==> src/rtl/aes_job_scheduler.sv <==
// AES job scheduler: arbitrates two requesters onto one AES core with a fixed
// latency, keeps exactly one job in flight and holds the result until consumed.
module aes_job_scheduler #(
  parameter int LATENCY = 11,
  parameter int CNT_W   = 4
) (
  input  logic         clk,
  input  logic         rst,
  input  logic         req0_valid,
  output logic         req0_ready,
  input  logic [127:0] req0_data,
  input  logic [127:0] req0_key,
  input  logic         req1_valid,
  output logic         req1_ready,
  input  logic [127:0] req1_data,
  input  logic [127:0] req1_key,
  output logic [127:0] aes_Data_in,
  output logic [127:0] aes_key_in,
  input  logic [127:0] aes_cipher_out,
  output logic         res_valid,
  input  logic         res_ready,
  output logic [127:0] res_cipher,
  output logic         res_id,
  output logic         busy
);

  typedef enum logic [1:0] {IDLE = 2'd0, RUN = 2'd1, DONE = 2'd2} state_t;

  localparam logic [CNT_W-1:0] CNT_LOAD = CNT_W'(LATENCY - 1);

  state_t       state_q, state_d;
  logic         rr_q, rr_d;
  logic [CNT_W-1:0] cnt_q, cnt_d;
  logic         res_valid_q, res_valid_d;
  logic [127:0] res_cipher_q, res_cipher_d;
  logic         res_id_q, res_id_d;
  logic [127:0] data_q, data_d;
  logic [127:0] key_q, key_d;

  logic grant0, grant1;
  logic accept0, accept1;

  // Grant: a lone requester wins; on contention the round-robin pointer decides.
  always_comb begin
    grant0  = req0_valid && (!req1_valid || !rr_q);
    grant1  = req1_valid && (!req0_valid ||  rr_q);
    req0_ready = !rst && (state_q == IDLE) && grant0;
    req1_ready = !rst && (state_q == IDLE) && grant1;
    accept0 = req0_valid && req0_ready;
    accept1 = req1_valid && req1_ready;
  end

  // Next-state logic: accept in IDLE, count down in RUN, hold the result in DONE.
  always_comb begin
    state_d      = state_q;
    rr_d         = rr_q;
    cnt_d        = cnt_q;
    res_valid_d  = res_valid_q;
    res_cipher_d = res_cipher_q;
    res_id_d     = res_id_q;
    data_d       = data_q;
    key_d        = key_q;
    unique case (state_q)
      IDLE: begin
        if (accept0) begin
          data_d   = req0_data;
          key_d    = req0_key;
          res_id_d = 1'b0;
          cnt_d    = CNT_LOAD;
          state_d  = RUN;
        end else if (accept1) begin
          data_d   = req1_data;
          key_d    = req1_key;
          res_id_d = 1'b1;
          cnt_d    = CNT_LOAD;
          state_d  = RUN;
        end
      end
      RUN: begin
        if (cnt_q == '0) begin
          // The core output has had LATENCY cycles to settle on the held inputs.
          res_cipher_d = aes_cipher_out;
          res_valid_d  = 1'b1;
          state_d      = DONE;
        end else begin
          cnt_d = cnt_q - 1'b1;
        end
      end
      DONE: begin
        if (res_ready) begin
          res_valid_d = 1'b0;
          rr_d        = ~res_id_q;
          state_d     = IDLE;
        end
      end
      default: state_d = IDLE;
    endcase
  end

  // State register with synchronous reset; aborts any job in flight.
  always_ff @(posedge clk) begin
    if (rst) begin
      state_q      <= IDLE;
      rr_q         <= 1'b0;
      cnt_q        <= '0;
      res_valid_q  <= 1'b0;
      res_cipher_q <= '0;
      res_id_q     <= 1'b0;
      data_q       <= '0;
      key_q        <= '0;
    end else begin
      state_q      <= state_d;
      rr_q         <= rr_d;
      cnt_q        <= cnt_d;
      res_valid_q  <= res_valid_d;
      res_cipher_q <= res_cipher_d;
      res_id_q     <= res_id_d;
      data_q       <= data_d;
      key_q        <= key_d;
    end
  end

  assign aes_Data_in = data_q;
  assign aes_key_in  = key_q;
  assign res_valid   = res_valid_q;
  assign res_cipher  = res_cipher_q;
  assign res_id      = res_id_q;
  assign busy        = (state_q != IDLE);

endmodule

==> config.mk <==
export PLATFORM = sky130hd
export DESIGN_NAME = aes_job_scheduler
export DESIGN_NICKNAME = d
export VERILOG_FILES = /design/src/rtl/aes_job_scheduler.sv
export SDC_FILE = /design/constraint.sdc
export NUM_CORES = 1
export LEC_CHECK = 0
export CORE_AREA = 2 2 402 404
export DETAILED_ROUTE_END_ITERATION = 12
export DIE_AREA = 0 0 404 406
export PLACE_DENSITY = 0.33
export SLEW_MARGIN = 20
export SYNTH_ARGS = -nofsm -noshare
export SYNTH_HDL_FRONTEND = slang
export SYNTH_SLANG_ARGS = --single-unit
==> constraint.sdc <==
create_clock -name clk -period 2.5 [get_ports clk]
set_clock_uncertainty 0.1 [all_clocks]
set_input_delay 0.5 -clock clk [delete_from_list [all_inputs] [get_ports clk]]
set_output_delay 0.5 -clock clk [all_outputs]
set_load 0.02 [all_outputs]
Word-level counts from Yosys, hierarchy flattened

Cells that the tools add are included.

Add/sub/neg operators: 1
Equal/unequal tests: 6
Muxes and demuxes: 18
Bitwise logic cells: 1
Reductions and logical operators: 25

Operator list:

| cell                | number |
|---|---|
| $mux 128            | 4 |
| $mux 4              | 3 |
| $reduce_and 3->1    | 3 |
| $mux 2              | 4 |
| $pmux 4 s2          | 1 |
| $reduce_bool 2->1   | 4 |
| $logic_and 1x1->1   | 7 |
| $ne 2x2->1 const B  | 3 |
| $pmux 2 s3          | 1 |
| $reduce_and 2->1    | 3 |
| $logic_not 1->1     | 4 |
| $logic_not 4->1     | 1 |
| $mux 1              | 4 |
| $sub 4x1->4 const B | 1 |
| $ne 3x3->1 const B  | 1 |
| $eq 2x1->1 const B  | 1 |
| $eq 2x2->1 const B  | 1 |
| $logic_not 2->1     | 1 |
| $logic_or 1x1->1    | 2 |
| $pmux 1 s2          | 1 |
| $not 1->1           | 1 |

Register bits after elaboration: 393
Output and inout port bits: 389
Word-level logic and storage cells: 59

Longest topological paths before layout

Depth after elaboration: 8
Depth in mapped cells: 9

Worst setup path after synthesis

No wires, ideal clock.

Kind: input -> output
Start point: in rst
End point: out req0_ready
Arrival: 1.839 ns
Path slack: 0.061 ns
Stages on the path: 7
Buffers on the path: 5
Cells stage by stage: buf_2 -> or3_1 -> buf_2 -> buf_6 -> buf_6 -> clkbuf_1 -> nor2_1

Cells in the longest elaborated chain, start to end: 3

RTL lines:

| element                         | line | text |
|---|---|---|
| start, declared                 | 8    | `input logic rst,` |
| $logic_not 1->1                 | 47   | `req0_ready = !rst && (state_q == IDLE) && grant0;` |
| $logic_and 1x1->1 (2 in series) | 47   |  |
| end, declared                   | 10   | `output logic req0_ready,` |

Every way passes these cells.

Worst setup path in the final report

Start point: reg data_q[0], in the netlist aes_Data_in[0]
End point: out aes_Data_in[0]

RTL lines:

| element                | line | text |
|---|---|---|
| start, declared        | 37   | `logic [127:0] data_q, data_d;` |
| start signal, assigned | 118  | `data_q <= data_d;` |
| end, declared          | 17   | `output logic [127:0] aes_Data_in,` |

No word-level cell between the ends.

==> results.md <==
- Final Hold Vio Count: 0
- Max stage delay on crit path: ~0.7 ns
- All-Layer GR Usage: 0.146
- Slew Limit Fails: 0
- Register bit total from synthesis: between 300 and 400
- Layout cells sized above 1: 0.0841
- DR WL met3: around 10,000 um
- RSZ-0062 raised after global routing: false
- Vias in the first global route: around 22,000
- Worst VDD drop: about 420 uV
- Met2 routed WL: ~60,000 um
- Crit Path Max Fanout: 2
- Initial antenna violation count: 34
- GPL Wtd Cong: 0.818
- H-tree levels: 2
- Avg Inst Size Synth: 8.13 um2
- Register area share after synthesis: 0.451
- Placed insts: just over 5,000
- Clock sinks: between 300 and 400
- Final period utilization: 0.967
- Die X: between 400 and 500 um
- Area Growth Syn to Fin: 88.7%
- Gr ovfl total: 0
- Sequential share of power: 0.331
- Area leader, netlist: dfxtp_1
- Area post-placement: 31,100 um2
- Largest cells by area after synthesis: dfxtp_1, a311oi_1, nand3_1
- Post-CTS Hold Fix Bufs: 0
- CP Capture Type: output port
- Number of nets in the layout: about 3,700
- Share of the synthesized area in the top cell type: 0.451
- ANT nets after route: 0
- Top FF cell, synth: dfxtp_1
- Fin area: about 33,000 um2
- Finished Layout Cells: between 5,000 and 6,000
- DRT iter0 DRCs: between 1,000 and 1,500
- Slowest cell on crit path: clkdlybuf4s50_1
- Vias: 21,796
- Die Y: just over 400 um
- Syn Nets: between 2,000 and 3,000
- Utilization after layout: 0.206
- Detailed Place HPWL: roughly 94,000 um
- Arr. time, crit path: approximately 1.8 ns
- Core ar.: 160,000 um2
- Syn. warnings: 0
- Met1 WL: 54,000 um
- Gate power share: 0.297
- Crit path to: aes_Data_in[0]
- Routed wire length per instance: around 24 um
- P_leak: 10.6 nW
- Status: finished clean
- Relative slew slack: 0.479
- Period minus WS final: ~2.4 ns
- Root Buffer: clkbuf_16
- Post-Syn Instances: about 2,100
- Synth Cell Area: 17,400 um2
- Die area: between 150,000 and 200,000 um2
- Buf/Inv on CP: 1
- First-pass GRT wire length: ~170,000 um
- Crit start category: flop
- Drt via density: between 4 and 5
- Max cap viols: 0
- Top Family by Delay on Critical Path: buffers and inverters
- Skew-Pair Late Insertion Delay: roughly 0.63 ns
- Drt first pass iters: 5
- Fmax: about 0.41 GHz
- Final setup viols: 0
- Crit path from: aes_Data_in[0]
- I/O pin cnt: approximately 1,000
- Reg2reg end: aes_key_in[125]
- Clock Path Buffers: 3
- Worst EP required: approximately 1.9 ns
- Total CTS buffers: 56
- Ys async rst share: 0
- Sw Pwr: 7.35 mW
- Sw Ratio: 0.337
- WP depth: 1
- Row count: between 100 and 150
- Int Pwr: 14.5 mW
- Largest net degree at the start of global routing: about 110
- Synth unique cells: 35
- Critical path, cell by cell: clkdlybuf4s50_1
- Post-synth EDFFs: 0
- R2R depth: 5
- Slew @ Worst Pin: 0.782 ns
- Worst hold path type: in -> reg
- Initial Util: 0.109
- Top sig layer: met5
- DRC Markers: 0
- Reg clk slew, reported paths: 0.06 ns
- Critical path type: reg -> out
- Worst reg2reg setup slack: around 0.29 ns
- R2R Path Start: state_q[0]
- Clk pwr share: 0.372
- Pwr per Cell Area: between 600 and 700 nW/um2
- Drt total wl: 128,000 um
- CTS tree: built
- Port bufs: ~1,000
- Hold Slack: between 0.3 and 0.4 ns
## final cells by class
type | instances | area [um2]
sequential | 393 | 7870
tap | 2086 | 2610
fill | 17804 | 127000
clock inverter | 13 | 128
multi-input combinational | 1448 | 8330
timing repair buffer | 1197 | 12300
antenna | 21 | 52.6
clock buffer | 83 | 1640
inverter | 6 | 22.5
## repair_timing
| action | 4_1_cts | 5_1_grt |
|---|---|---|
| setup endpoints to repair | 10 | 0 |
| setup buffers | 2 | 0 |
| gates resized for setup | 17 | 0 |
## state kept, by name, indices dropped and copies added (netlist names)
name and cells:
aes_Data_in 128, aes_key_in 128, res_cipher 128, cnt_q 4
state_q 2, res_id 1, res_valid 1, rr_q 1
## placed cells by master, fill, tap and decap left out, types with 3 or more instances in the layout
master,instances
clkbuf_1,14
a311oi_1,256
clkbuf_8,12
diode_2,21
inv_1,6
a211oi_1,3
clkbuf_16,57
buf_4,108
clkinv_2,7
a21oi_1,386
dlygate4sd2_1,6
buf_12,56
clkdlybuf4s50_1,1023
o21ai_0,386
nand3_1,387
dfxtp_1,392
## cells by family (layout without fill, tap and decap cells)
family                   Yosys count  after routing  share of synthesized area
flip-flops                       393            393                      0.451
AND/OR/NAND/NOR                  408            408                      0.118
other                              0             21                          0
buffers and inverters            306           1299                     0.0748
multiplexers                       1              1                   0.000574
adder cells (fa/ha/maj)            1              1                   0.000717
AO/OA/AOI/OAI                   1038           1038                      0.354
## per-stage QoR
| step | TNS, ns | setup WS, ns | power (mW) |
|---|---|---|---|
| final | 0 | 0.0827 | 21.8 |
| after floorplan | 0 | 0.0614 | 10.0 |
| after global placement | -5.63 | -0.172 | 13.9 |
| after global routing | 0 | 0.0172 | 22.9 |
| after CTS | 0 | 0.00601 | 22.3 |
| after detailed placement | -6.46 | -0.182 | 13.9 |
## layer usage
layer	vias to the layer above	global-route usage
met2	797	0.233
li1	10143	-
met5	-	0
met1	10670	0.180
met4	18	0.0559
met3	168	0.0511
## worst min-delay path by stage
| stage | slack (ns) | endpoint | cells after the start | start |
|---|---|---|---|---|
| after global routing | 0.28 | res_cipher[53] | 3 | aes_cipher_out[53] |
| after global placement | 0.36 | res_cipher[107] | 2 | res_cipher[107] |
| after CTS | 0.24 | aes_Data_in[102] | 3 | req0_data[102] |
| after detailed placement | 0.37 | res_cipher[110] | 2 | res_cipher[110] |
| after floorplan | 0.37 | cnt_q[0] | 2 | cnt_q[0] |
| final | 0.33 | aes_Data_in[20] | 3 | req0_data[20] |
## Yosys cell counts (2+ instances only)
library cell	number
dfxtp_1	393
nand3_1	387
a21oi_1	386
o21ai_0	386
a311oi_1	256
clkbuf_1	229
buf_2	35
buf_4	26
buf_1	8
inv_1	6
a211oi_1	3
nor2_1	3
buf_6	2
nand2_1	2
nand2b_1	2
nor2b_1	2
nor3_1	2
or2_2	2
## power groups by stage
| stage | sequential [mW] | combinational [mW] | clock, mW |
|---|---|---|---|
| 2_1_floorplan | 7.93 | 2.08 | 0 |
| 3_3_place_gp | 7.34 | 6.59 | 0 |
| 3_5_place_dp | 7.34 | 6.55 | 0 |
| 4_1_cts | 7.22 | 6.58 | 8.50 |
| 5_1_grt | 7.28 | 6.94 | 8.67 |
| 6_report | 7.22 | 6.47 | 8.11 |
Note: power is estimated with default switching activity, not from simulation.
